$ cat src/rtl/adder_rr_sched.sv
// adder_rr_sched
//   Round-robin scheduler sharing one unsigned WIDTH-bit adder among N_REQ
//   requesters. One requester is granted per cycle; its operand sum
//   (WIDTH+1 bits, carry in the MSB) and index are registered onto a single
//   response channel with valid/ready backpressure.
//
// Ports
//   clk        : clock, rising edge
//   rst_n      : asynchronous active-low reset
//   req_valid  : per-requester operand valid
//   req_ready  : per-requester accept, one-hot or zero
//   req_a/b    : packed operands, requester i at [i*WIDTH +: WIDTH]
//   rsp_valid  : response holds a valid sum
//   rsp_ready  : consumer accepts the response
//   rsp_id     : index of the requester that produced rsp_sum
//   rsp_sum    : registered req_a[g] + req_b[g], WIDTH+1 bits
//   busy       : rsp_valid or any req_valid
module adder_rr_sched #(
  parameter int unsigned WIDTH = 32,
  parameter int unsigned N_REQ = 4,
  localparam int unsigned ID_W = (N_REQ > 1) ? $clog2(N_REQ) : 1
) (
  input  logic                   clk,
  input  logic                   rst_n,
  input  logic [N_REQ-1:0]       req_valid,
  output logic [N_REQ-1:0]       req_ready,
  input  logic [N_REQ*WIDTH-1:0] req_a,
  input  logic [N_REQ*WIDTH-1:0] req_b,
  output logic                   rsp_valid,
  input  logic                   rsp_ready,
  output logic [ID_W-1:0]        rsp_id,
  output logic [WIDTH:0]         rsp_sum,
  output logic                   busy
);

  typedef enum logic {EMPTY = 1'b0, FULL = 1'b1} state_t;

  state_t           state_q, state_d;
  logic [ID_W-1:0]  ptr_q, ptr_d;
  logic [ID_W-1:0]  id_q, id_d;
  logic [WIDTH:0]   sum_q, sum_d;

  logic [ID_W-1:0]  grant;
  logic             found;
  logic             any_valid;
  logic             can_accept;
  logic             accept;
  logic [WIDTH-1:0] a_g, b_g;

  // Priority search starting at ptr_q, wrapping modulo N_REQ. The index is
  // reduced explicitly so non-power-of-two N_REQ never yields an id >= N_REQ.
  always_comb begin
    int unsigned idx;
    logic [ID_W-1:0] idx_t;
    grant = '0;
    found = 1'b0;
    idx   = 0;
    idx_t = '0;
    for (int unsigned k = 0; k < N_REQ; k++) begin
      idx = 32'(ptr_q) + k;
      if (idx >= N_REQ) idx = idx - N_REQ;
      idx_t = ID_W'(idx);
      if (!found && req_valid[idx_t]) begin
        found = 1'b1;
        grant = idx_t;
      end
    end
  end

  assign any_valid  = |req_valid;
  assign can_accept = (state_q == EMPTY) || rsp_ready;
  assign accept     = can_accept && found;

  always_comb begin
    req_ready = '0;
    if (accept) req_ready[grant] = 1'b1;
  end

  assign a_g = req_a[grant*WIDTH +: WIDTH];
  assign b_g = req_b[grant*WIDTH +: WIDTH];

  always_comb begin
    state_d = state_q;
    ptr_d   = ptr_q;
    id_d    = id_q;
    sum_d   = sum_q;
    if (accept) begin
      // Covers both the EMPTY fill and the FULL drain-and-refill case.
      sum_d   = {1'b0, a_g} + {1'b0, b_g};
      id_d    = grant;
      state_d = FULL;
      ptr_d   = (grant == ID_W'(N_REQ - 1)) ? '0 : grant + ID_W'(1);
    end else if (state_q == FULL && rsp_ready) begin
      state_d = EMPTY;
    end
  end

  always_ff @(posedge clk or negedge rst_n) begin
    if (!rst_n) begin
      state_q <= EMPTY;
      ptr_q   <= '0;
      id_q    <= '0;
      sum_q   <= '0;
    end else begin
      state_q <= state_d;
      ptr_q   <= ptr_d;
      id_q    <= id_d;
      sum_q   <= sum_d;
    end
  end

  assign rsp_valid = (state_q == FULL);
  assign rsp_id    = id_q;
  assign rsp_sum   = sum_q;
  assign busy      = rsp_valid || any_valid;

endmodule

$ cat config.mk
export PLATFORM = sky130hd
export DESIGN_NAME = adder_rr_sched
export DESIGN_NICKNAME = d
export VERILOG_FILES = /design/src/rtl/adder_rr_sched.sv
export SDC_FILE = /design/constraint.sdc
export NUM_CORES = 1
export LEC_CHECK = 0
export CORE_ASPECT_RATIO = 1.4
export CORE_MARGIN = 4
export CORE_UTILIZATION = 43
export DETAILED_ROUTE_END_ITERATION = 10
export GPL_ROUTABILITY_DRIVEN = 0
export PLACE_DENSITY = 0.95
export SYNTH_ARGS = -nofsm -noshare
export SYNTH_HDL_FRONTEND = slang
export SYNTH_SLANG_ARGS = --single-unit
$ cat constraint.sdc
create_clock -name clk -period 8.95 [get_ports clk]
set_input_delay 0.895 -clock clk [delete_from_list [all_inputs] [get_ports clk]]
set_output_delay 0.895 -clock clk [all_outputs]
set_load 0.02 [all_outputs]
==> metrics <==
Setup Fix Bufs, Post-CTS 0; asr flop ratio synth 100%; global-route usage over all layers 29.2%; Nets 1412; Post-synth top cells nand2_1, and3_1, a31oi_1; die width 103 microns; Final min period 6210 ps; dominant cells by area after synthesis nand2_1, dfrtp_1, ha_1; Worst-Margin Slew 1070 ps; Leak 3.69 nW; Syn Std Cell Area 0.00540 sq mm; adder-cell share of the synthesized area 8.72%; core area 0.0123 sq mm; fin cells 1263; PnR Total Power 3.36 mW; CTS tree done; first-pass GRT wire length 33800 microns; vias 7329; CP max FO 66; hold_buf cts 0; clock slew at reported path FFs 60 ps; pin count of the biggest net entering global routing 71; sequential area share after synthesis 17.6%; endpoint class of the critical path flop; Pre-antenna DRT Iters 6; WL per Instance 17.6 microns; clk root buf clkbuf_16; largest family of logic cells by synthesized area simple AND/OR/NAND/NOR gates; die area 0.0144 sq mm; Initial DRC Count 694; RSZ-0062 raised after global routing no; Post-Layout Inst Area 0.00853 sq mm; worst setup path class in -> reg; Rows 48; Hold Vio Cnt, Final 0; xor and xnor area share after synthesis 3.57%; Sink Count 38; Tcrit/Tclk final 69.4%; Placed Instance Area 0.00836 sq mm; vias per cell 5.80; slew margin rel. 28.6%; # setup viols final 0; Initial Utilization 43.8%; PD cells 393 mW/mm^2; diode count 0; CTS Buf Count 5; max cap viols 0; area growth from synthesis to layout 58.1%; startpoint types input port; status finished clean; PortBufs 303; Synth cell types 57; Achievable Freq 0.161 GHz; Layout Skew 5.74 ps; CP arrival 6350 ps; number of flops mapped to enable cells by yosys 0; cell with the most instances after synthesis nand2_1; GRT Residual Overflow 0; Ports 304; initial antenna violation count 0; Yosys top cell area share 23.0%; CP required 9090 ps; share of cells above drive strength 1 2.79%; fraction of the mapped netlist area in compound gates 25.4%; Yosys Warn Count 0; Routed WL 22200 microns; Post-Synth Simple-Gate Area 38.4%; #FFs+latches synth 38; Final HPWL DP 17800 microns; mux cell area share after synthesis 0.186%; Main synth FF type dfrtp_1; Hold Path Class reg -> reg; Slew Viols, Final 0; syn_nets 1159; worst hold slack 478 ps; vias in the first global route 6779; post-CTS sizing 0; Clock Latency Late Sink 280 ps; top cell type by total area after synthesis nand2_1; dpl cells 1255; CTS H-tree depth 2; clk buf depth 2; DRC 0; Post-Syn Area per Cell 6.28 sq um; Cells after Synth 859; Worst VDD drop 0.194 mV; die height 141 microns; setup_tns 0 ps; antenna-violating nets left 0
-- per-stage QoR --
| step | setup slack, ps | utilization, % |
|---|---|---|
| 2_1_floorplan | 4920 | - |
| 3_3_place_gp | 2650 | 67.9 |
| 3_5_place_dp | 2450 | 67.9 |
| 4_1_cts | 2720 | 69.3 |
| 5_1_grt | 2280 | 69.3 |
| 6_report | 2740 | 69.3 |
-- worst paths after layout --
kind                                  startpoint                      end  slack, ps  cells after the start
hold reg to reg            rsp_id[0]$_DFFE_PN0P_    rsp_id[0]$_DFFE_PN0P_        480                      2
max in group asynchronous                  rst_n     ptr_q[0]$_DFFE_PN0P_       7730                      1
hold / removal             rsp_id[0]$_DFFE_PN0P_    rsp_id[0]$_DFFE_PN0P_        480                      2
setup / recovery                    req_valid[3]  rsp_sum[32]$_DFFE_PN0P_       2740                     17
min in group asynchronous                  rst_n  rsp_sum[27]$_DFFE_PN0P_        700                      1
setup reg to reg            ptr_q[0]$_DFFE_PN0P_  rsp_sum[32]$_DFFE_PN0P_       3380                     16
-- critical path: stages --
cell and delay (ps):
clkdlybuf4s50_1 550, nor2b_2 80, nand2b_4 150, a221oi_4 280, buf_4 530, clkinv_2 860
buf_4 610, nand2_1 180, and3_1 180, a31oi_1 70, fa_1 520, a211oi_2 290
o21ai_0 190, a21oi_2 300, a31oi_4 150, o311ai_0 350, a31oi_1 150
-- state kept, by name, summed over array words and instances (netlist names) --
name	cells
ptr_q	2
rsp_sum	33
rsp_valid	1
rsp_id	2
-- cells by family (layout without fill, tap and decap cells) --
| logic type | after synthesis | count (layout) |
|---|---|---|
| AOI/OAI and AO/OA | 215 | 215 |
| xor gates and xnor gates | 22 | 22 |
| adders and majority gates | 37 | 37 |
| buffers and inverters | 71 | 325 |
| DFF | 38 | 38 |
| muxes | 1 | 1 |
| and+or+nand+nor | 475 | 475 |
-- metal layers --
| layer | share of wire [%] | global-route usage [%] |
|---|---|---|
| met1 | 38 | 35.0 |
| met2 | 50 | 50.9 |
| met3 | 8.5 | 5.58 |
| met4 | 3.9 | 10.8 |
| met5 | 0 | 0 |
-- power breakdown --
group,internal [mW],switching [mW]
clock network,0.131,0.0662
registers,0.266,0.0570
logic,1.11,1.73
-- cell usage in the layout, fill, tap and decap left out, types with 6 or more instances in the layout --
cell type        count
ha_1                36
a31oi_1             69
nand2_1            329
clkdlybuf4s50_1    302
xnor2_1              8
nand3_1             14
o21ai_1              6
a21oi_1             38
dfrtp_1             38
nor2_1              27
nand4_1              9
o21ai_0             46
buf_4                6
and3_1              70
xor2_1              14
-- cell type report --
type | count | area [sq um]
multi-input cells | 750 | 4120
flip-flops and latches | 38 | 951
repair buffers | 309 | 3070
clock buffers | 6 | 129
fillers | 993 | 3780
clock inverters | 2 | 37.5
inverters | 8 | 31.3
well taps | 150 | 188
Power figures use the tool's default switching activity.
